$ cat config.mk
export PLATFORM = sky130hd
export DESIGN_NAME = if_fetch_stage_flat
export DESIGN_NICKNAME = d
export VERILOG_FILES = /design/src/rtl/if_fetch_stage_if.sv /design/src/rtl/if_fetch_stage.sv /design/src/flat_wrapper.sv
export SDC_FILE = /design/constraint.sdc
export NUM_CORES = 1
export LEC_CHECK = 0
export ABC_CLOCK_PERIOD_IN_PS = 2950
export BUFFER_PORTS_ARGS = -buffer_cell sky130_fd_sc_hd__buf_2
export CORE_MARGIN = 4
export CORE_UTILIZATION = 56
export CTS_CLUSTER_SIZE = 25
export DETAILED_ROUTE_END_ITERATION = 7
export GPL_TIMING_DRIVEN = 0
export PLACE_DENSITY = 0.92
export RECOVER_POWER = 25
export SETUP_SLACK_MARGIN = 0.4
export SLEW_MARGIN = 10
export SYNTH_ARGS = -nofsm -noshare
export SYNTH_HDL_FRONTEND = slang
export SYNTH_SLANG_ARGS = --single-unit
$ cat constraint.sdc
create_clock -name clk -period 2.95 [get_ports clk]
set_input_delay 0.59 -clock clk [delete_from_list [all_inputs] [get_ports clk]]
set_output_delay 0.59 -clock clk [all_outputs]
set_load 0.02 [all_outputs]
$ cat src/rtl/if_fetch_stage_if.sv
// Instruction-memory bus between the fetch stage and instruction memory.
//   imem_req   : fetch stage requests an instruction
//   imem_addr  : request address; held until the request is acknowledged
//   imem_ack   : one-cycle acknowledge; imem_rdata is valid in the same cycle
//   imem_rdata : fetched instruction word
// The master modport is for the fetch stage; the slave modport is for the memory.
interface if_fetch_stage_if #(
  parameter int ADDR_W = 32,
  parameter int DATA_W = 32
) ();
  logic              imem_req;
  logic [ADDR_W-1:0] imem_addr;
  logic              imem_ack;
  logic [DATA_W-1:0] imem_rdata;

  modport master (output imem_req, output imem_addr, input imem_ack, input imem_rdata);
  modport slave  (input imem_req, input imem_addr, output imem_ack, output imem_rdata);
endinterface

$ cat src/rtl/if_fetch_stage.sv
// Instruction-fetch stage with the IF/ID pipeline register.
// Issues instruction-memory requests and tolerates variable-latency acknowledges.
// A hazard freezes IF/ID. A taken branch from EXE flushes IF/ID and redirects fetch.
// Ports:
//   clk, rst          : clock and synchronous active-low reset (0 = reset)
//   hazard            : freeze request from the hazard detection unit
//   branch_taken/addr : single-cycle redirect from EXE and its target
//   imem              : instruction-memory bus (master side)
//   valid_out         : IF/ID holds a real instruction
//   instr_out, pc_out : IF/ID instruction and the PC+4 of that instruction
module if_fetch_stage #(
  parameter int                ADDR_W   = 32,
  parameter int                DATA_W   = 32,
  parameter logic [ADDR_W-1:0] RESET_PC = '0
) (
  input  logic                  clk,
  input  logic                  rst,
  input  logic                  hazard,
  input  logic                  branch_taken,
  input  logic [ADDR_W-1:0]     branch_addr,
  if_fetch_stage_if.master      imem,
  output logic                  valid_out,
  output logic [DATA_W-1:0]     instr_out,
  output logic [ADDR_W-1:0]     pc_out
);

  // FETCH   : request outstanding at fetch_addr.
  // FULL    : one instruction is parked in the buffer; no request.
  // DISCARD : a redirect arrived while the request was pending; its ack is dropped.
  localparam logic [1:0] ST_FETCH   = 2'd0;
  localparam logic [1:0] ST_FULL    = 2'd1;
  localparam logic [1:0] ST_DISCARD = 2'd2;

  logic [1:0]        state_q, state_d;
  logic [ADDR_W-1:0] fetch_addr_q, fetch_addr_d;
  logic [ADDR_W-1:0] target_q, target_d;
  logic [DATA_W-1:0] buf_instr_q, buf_instr_d;
  logic [ADDR_W-1:0] buf_pc_q, buf_pc_d;
  logic              valid_q, valid_d;
  logic [DATA_W-1:0] instr_q, instr_d;
  logic [ADDR_W-1:0] pc_q, pc_d;
  logic [ADDR_W-1:0] next_addr;

  // PC arithmetic wraps modulo 2^ADDR_W.
  assign next_addr = fetch_addr_q + ADDR_W'(4);

  assign imem.imem_req  = (state_q != ST_FULL);
  assign imem.imem_addr = fetch_addr_q;
  assign valid_out      = valid_q;
  assign instr_out      = instr_q;
  assign pc_out         = pc_q;

  always_comb begin
    state_d      = state_q;
    fetch_addr_d = fetch_addr_q;
    target_d     = target_q;
    buf_instr_d  = buf_instr_q;
    buf_pc_d     = buf_pc_q;
    valid_d      = valid_q;
    instr_d      = instr_q;
    pc_d         = pc_q;

    case (state_q)
      ST_FETCH: begin
        if (imem.imem_ack) begin
          if (branch_taken) begin
            fetch_addr_d = branch_addr;
            valid_d      = 1'b0;
            instr_d      = '0;
          end else if (!hazard) begin
            valid_d      = 1'b1;
            instr_d      = imem.imem_rdata;
            pc_d         = next_addr;
            fetch_addr_d = next_addr;
          end else begin
            // ID is frozen: park the returned instruction instead of losing it.
            buf_instr_d  = imem.imem_rdata;
            buf_pc_d     = next_addr;
            fetch_addr_d = next_addr;
            state_d      = ST_FULL;
          end
        end else if (branch_taken) begin
          // The request cannot be withdrawn, so remember the target and
          // swallow the stale ack when it eventually arrives.
          target_d = branch_addr;
          valid_d  = 1'b0;
          instr_d  = '0;
          state_d  = ST_DISCARD;
        end else if (!hazard) begin
          valid_d = 1'b0;
        end
      end

      ST_FULL: begin
        if (branch_taken) begin
          valid_d      = 1'b0;
          instr_d      = '0;
          fetch_addr_d = branch_addr;
          state_d      = ST_FETCH;
        end else if (!hazard) begin
          valid_d = 1'b1;
          instr_d = buf_instr_q;
          pc_d    = buf_pc_q;
          state_d = ST_FETCH;
        end
      end

      ST_DISCARD: begin
        valid_d = 1'b0;
        instr_d = '0;
        if (imem.imem_ack) begin
          fetch_addr_d = branch_taken ? branch_addr : target_q;
          state_d      = ST_FETCH;
        end else if (branch_taken) begin
          target_d = branch_addr;
        end
      end

      default: begin
        state_d = ST_FETCH;
      end
    endcase
  end

  always_ff @(posedge clk) begin
    if (!rst) begin
      state_q      <= ST_FETCH;
      fetch_addr_q <= RESET_PC;
      target_q     <= '0;
      buf_instr_q  <= '0;
      buf_pc_q     <= '0;
      valid_q      <= 1'b0;
      instr_q      <= '0;
      pc_q         <= '0;
    end else begin
      state_q      <= state_d;
      fetch_addr_q <= fetch_addr_d;
      target_q     <= target_d;
      buf_instr_q  <= buf_instr_d;
      buf_pc_q     <= buf_pc_d;
      valid_q      <= valid_d;
      instr_q      <= instr_d;
      pc_q         <= pc_d;
    end
  end

endmodule

$ cat src/flat_wrapper.sv
// flat-port wrapper written by rule: the top's interface ports become plain ports
module if_fetch_stage_flat 
#(
  parameter int                ADDR_W   = 32,
  parameter int                DATA_W   = 32,
  parameter logic [ADDR_W-1:0] RESET_PC = '0
)
  (clk, rst, hazard, branch_taken, branch_addr, valid_out, instr_out, pc_out, imem_imem_req, imem_imem_addr, imem_imem_ack, imem_imem_rdata);
  if_fetch_stage_if #(.ADDR_W(ADDR_W), .DATA_W(DATA_W)) imem_i ();
  input  logic clk;
  input  logic rst;
  input  logic hazard;
  input  logic branch_taken;
  input  logic [ADDR_W-1:0] branch_addr;
  output logic valid_out;
  output logic [DATA_W-1:0] instr_out;
  output logic [ADDR_W-1:0] pc_out;
  output wire logic [$bits(imem_i.imem_req)-1:0] imem_imem_req;
  output wire logic [$bits(imem_i.imem_addr)-1:0] imem_imem_addr;
  input wire logic [$bits(imem_i.imem_ack)-1:0] imem_imem_ack;
  input wire logic [$bits(imem_i.imem_rdata)-1:0] imem_imem_rdata;
  assign imem_imem_req = imem_i.imem_req;
  assign imem_imem_addr = imem_i.imem_addr;
  assign imem_i.imem_ack = imem_imem_ack;
  assign imem_i.imem_rdata = imem_imem_rdata;
  if_fetch_stage #(.ADDR_W(ADDR_W), .DATA_W(DATA_W), .RESET_PC(RESET_PC)) u_core (.clk(clk), .rst(rst), .hazard(hazard), .branch_taken(branch_taken), .branch_addr(branch_addr), .imem(imem_i), .valid_out(valid_out), .instr_out(instr_out), .pc_out(pc_out));
endmodule
Yosys cells after proc, flatten, opt, wreduce, memory -nomap -nowiden
Index checks and enable logic that the tools add are counted.
{"block": "word_totals", "mem_count": 0, "latchBits": 0, "rom_bits": 0, "word_cells": 71, "output_inout_bits": 98, "register_bits": 195, "ram_bits": 0, "in_bits": 69}
{"block": "op_classes", "n_eq_ne": 16, "div_mod_pow": 0, "mul": 0, "n_bitwise": 2, "shift": 0, "n_reduce_logical": 11, "order_cmp": 0, "muxes": 33, "addsub": 1}
{"operator": "$mux 32", "n": 16}
{"operator": "$pmux 32 s3", "n": 2}
{"operator": "$pmux 32 s2", "n": 1}
{"operator": "$add 32x3->32 const B", "n": 1}
{"operator": "$ne 3x3->1 const B", "n": 5}
{"operator": "$mux 2", "n": 7}
{"operator": "$ne 2x2->1 const B", "n": 7}
{"operator": "$reduce_and 4->1", "n": 3}
{"operator": "$pmux 2 s3", "n": 1}
{"operator": "$reduce_and 6->1", "n": 1}
{"operator": "$mux 1", "n": 5}
{"operator": "$reduce_and 5->1", "n": 1}
{"operator": "$ne 4x4->1 const B", "n": 1}
{"operator": "$reduce_and 2->1", "n": 2}
{"operator": "$pmux 1 s3", "n": 1}
{"operator": "$reduce_bool 3->1", "n": 1}
{"operator": "$eq 2x1->1 const B", "n": 1}
{"operator": "$eq 2x2->1 const B", "n": 1}
{"operator": "$logic_not 2->1", "n": 1}
{"operator": "$ne 2x1->1 const B", "n": 1}
{"operator": "$not 1->1", "n": 2}
{"operator": "$reduce_bool 2->1", "n": 1}
{"operator": "$reduce_or 2->1", "n": 1}

Logic depth before layout (Yosys ltp)
{"block": "depth", "depth_word": 5, "depth_mapped": 11, "ltp_nobuf": 7}

Least setup slack after synthesis
OpenSTA, ideal clock, no wires.
{"block": "synth_path", "kind": "reg2reg", "from": "reg u_core.state_q[0]", "to": "reg u_core.fetch_addr_q[18] (netlist: u_core.imem.imem_addr[18])", "t_arrival_ps": 2001, "path_buffers": 2, "setup_slack_ps": 829, "path_stages_with_launch": 10, "t_required_ps": 2831, "period_less_slack_ps": 2121, "setup_time_ps": 119, "path_cell_list": "dfxtp_1 inv_1 ha_1 o21ba_2 or3_1 buf_2 buf_6 a221o_1 nor3_1 nor3_1"}
{"block": "synth_between", "elab_chain_cells": 3, "word_cells_on_any_way": 9, "classes_between": "eq/ne (5); mux (1); reduce/logical (3)"}
{"element": "start, declared", "line_no": "if_fetch_stage.sv:34", "text": "logic [1:0] state_q, state_d;"}
{"element": "start signal, assigned", "line_no": "if_fetch_stage.sv:136", "text": "state_q <= state_d;"}
{"element": "$eq 2x2->1 (tied with other cells)", "line_no": "if_fetch_stage.sv:63", "text": "case (state_q)"}
{"element": "$ne 2x2->1 (no line) / $reduce_bool 3->1 (equally long branches)"}
{"element": "$reduce_and 4->1 (no line)"}
{"element": "end signal, assigned", "line_no": "if_fetch_stage.sv:137", "text": "fetch_addr_q <= fetch_addr_d;"}
{"element": "end, declared", "line_no": "if_fetch_stage.sv:35", "text": "logic [ADDR_W-1:0] fetch_addr_q, fetch_addr_d;"}
Several ways; a longest one is shown, not always the timed one.
A chain may end at the register's enable or synchronous reset.

Final worst setup path
{"block": "layout_path", "from": "reg u_core.state_q[1]", "to": "out imem_imem_req"}
{"block": "layout_between", "elab_chain_cells": 1}
{"element": "$ne 2x1->1", "line_no": "if_fetch_stage.sv:47", "text": "assign imem.imem_req = (state_q != ST_FULL);"}
{"element": "end, declared", "line_no": "flat_wrapper.sv:18", "text": "output wire logic [$bits(imem_i.imem_req)-1:0] imem_imem_req;"}
No other way between the ends.

==> results.md <==
* Syn_nets at roughly 1200
* DRT Wirelength at a little under 30 mm
* Vias in the first global route at about 9000
* EDFF count, synth at 0
* Avg Inst Size Synth at around 8.0 sq um
* Setup TNS at 0 ns
* CTS clock-pin slew for the worst setup and hold paths at roughly 0.07 ns
* Seq/Total Area, Yosys at between 40 and 50%
* CTS Buffer Depth at 2
* Fillers at roughly 1300
* Final design instance area without fill at 10660 sq um
* Most common cell after layout, fill and taps aside: nand2_1
* Clock skew at approximately 0.0084 ns
* RSZ-0062 raised after global routing: true
* Yosys top cell area share at 43.52%
* Warnings from Yosys at 0
* Status: finished, final reports clean
* Vias/cell at between 6 and 7
* Io pins at 167
* Synth cell types at 59
* Async set-reset flop share out of synthesis at 0%
* Starting Density at ~57%
* Synthesized area at roughly 9000 sq um
* Global-route wire length before repair at between 40 and 50 mm
* Slew Viols, Final at 0
* Ant diodes at 0
* Mapped Cells at ~1100
* Row cnt at 46
* FF-to-FF path depth at 9
* Largest net degree at the start of global routing at 17
* Final HPWL DP at 20.99 mm
* Via count at approximately 9700
* Layout cell share with drive strength beyond 1 at about 15%
* Clock insertion delay at the later pin of the skew report at 0.45 ns
* Crit path kind: reg2out
* Port Buffer Count at about 160
* Hold path depth at 3
* Worst-margin pin slew at about 0.84 ns
* Core area at ~16000 sq um
* Synth Flop Type: dfxtp_1
* CTS tree: built
* Crit Path Max Fanout at 10
* Routed wire per std cell at about 19 microns
* Post-synthesis register bit count at between 150 and 200
* Maximum VDD drop at 0.0005022 V
* Global route overflow at 0
* Worst min path class: in2reg
* Initial antenna violation count at 0
* Routability congestion estimate at 0.9438
* Fin crit share at between 80% and 90%
* Final Hold Vio Count at 0
* Num Clock Sinks at approximately 200
* Most frequent cells in the layout: nand2_1 (207), dfxtp_1 (194), a21oi_1 (140), clkbuf_1 (133), buf_2 (109)
* H-tree depth at 4
* CTS root buf: clkbuf_16
* DRC errors left at 0
* CP arrival at 1.93 ns
* Cts bufs inserted at 17
* Final Util at between 60% and 70%
* CP endpoint kind: primary output
* Req. time, crit path at about 2.4 ns
* Cell taking the most area after synthesis: dfxtp_1
* Leak Pwr at about 3.9 nW
* Design Power at between 7 and 8 mW
* Post-DRT Antenna Nets at 0
* Fmax at roughly 0.4 GHz
* Drt first pass iters at 7
* Synth area leaders: dfxtp_1 (44%), nand2_1 (8.7%), a21oi_1 (7.8%)
* Final Critical Period at between 2 and 3 ns
* Critical Path Start Type: flop
* Area Growth Syn to Fin at 18.89%
* Placed Area at 10060 sq um
* Full die area at ~18000 sq um
* Die W at about 130 microns
* Die Ht at 134.6 microns
* # setup viols final at 0
* Max cap viols at 0
* Pwr dens at 658.7 nW/um^2
* Initial drt markers at about 1400
* Headroom to the max-slew limit at between 40% and 50%
* Net count, final at about 1400
* Total track usage at 31.27%
## sequential cells by signal, indices dropped and copies added, names as in the netlist
name / count
u_core.state_q: 2
u_core.buf_pc_q: 32
u_core.buf_instr_q: 32
u_core.target_q: 32
u_core.imem.imem_addr: 32
u_core.pc_out: 32
u_core.valid_out: 1
u_core.instr_out: 32
## Yosys cell counts, types with 6 or more instances
library cell,instances
nand2_1,207
a211oi_1,17
mux2i_1,10
nor3_1,29
a221oi_1,17
a22oi_1,32
dfxtp_1,195
o211ai_1,10
clkbuf_1,66
a211o_1,7
nor2_1,53
nor2b_1,8
o21ai_0,46
nand3_1,41
nand4_1,13
o21ai_1,10
xor2_1,11
a221o_1,9
and3_1,9
inv_1,13
buf_1,8
and4_1,6
xnor2_1,10
a31oi_1,14
or3_1,35
a21oi_1,140
buf_2,20
nand2b_1,12
o221ai_1,7
## path summary, 6_finish.rpt
path	startpoint	end	slack (ns)
worst max register to register	u_core.state_q[0]$_SDFFE_PN0P_	u_core.imem.imem_addr[15]$_SDFFE_PN0P_	0.44
worst max-delay path	u_core.state_q[1]$_SDFFE_PN0P_	imem_imem_req	0.43
worst min-delay path	imem_imem_rdata[6]	u_core.buf_instr_q[6]$_SDFFE_PN0P_	0.39
worst min register to register	u_core.instr_out[28]$_SDFFE_PN0P_	u_core.instr_out[28]$_SDFFE_PN0P_	0.45
## routing by layer
layer  GRT usage, %  vias to the layer above  share of wire (%)
met5              0                        -                  0
li1               -                     4380                  -
met2          47.96                      760                 45
met3          7.265                      129                 11
met1          41.13                     4382                 39
met4          16.69                        0                4.7
## timing repair
| action | in CTS | in global routing |
|---|---|---|
| hold buffers | 0 | 0 |
| resized for setup | 5 | 37 |
| endpoints found under the setup margin | 19 | 91 |
| setup buffers | 0 | 0 |
## metrics by stage
stage | hold WS, ns | setup slack, ns | cells
after detailed placement | 0.4446 | 0.3718 | 1501
after CTS | 0.3878 | 0.3381 | 1533
after global placement | 0.4381 | 0.4268 | 1501
after floorplan | 0.4360 | 0.8294 | 1121
final | 0.3934 | 0.4349 | 1533
after global routing | 0.3931 | 0.3476 | 1533
## power by group
part / total [mW] / internal [mW] / switching (mW)
combinational: 1.61 / 0.539 / 1.07
clock: 2.40 / 1.34 / 1.06
sequential: 3.02 / 2.82 / 0.201
## area by class of cell
cell class	instances	area, sq um	share of cell area [%]
Clock buffer	20	436.7	4.095
Timing Repair Buffer	164	729.5	6.840
Tap cell	216	270.3	2.534
Multi-Input combinational cell	811	4651	43.61
Sequential cell	195	3905	36.62
Inverter	16	68.82	0.6453
Clock inverter	12	155.1	1.455
Buffer	99	447.9	4.200
## kinds of logic (layout without fill, tap and decap cells)
logic type	count (synthesis)	in the layout	synth area share, %
AND/OR/NAND/NOR	434	434	22.81
AO/OA/AOI/OAI	340	340	24.33
flip-flops	195	195	43.52
buffers and inverters	115	311	5.356
XOR/XNOR	21	21	2.050
multiplexers	11	11	1.241
adder cells (fa/ha/maj)	5	5	0.6974
## critical path, cell delays in order (launching register included)
cell and delay [ns]:
dfxtp_2 0.40, inv_1 0.08, ha_1 0.20, clkbuf_4 0.22, inv_6 0.15, buf_4 0.21, buf_2 0.20
No activity file was read; power rests on OpenSTA's default activity.
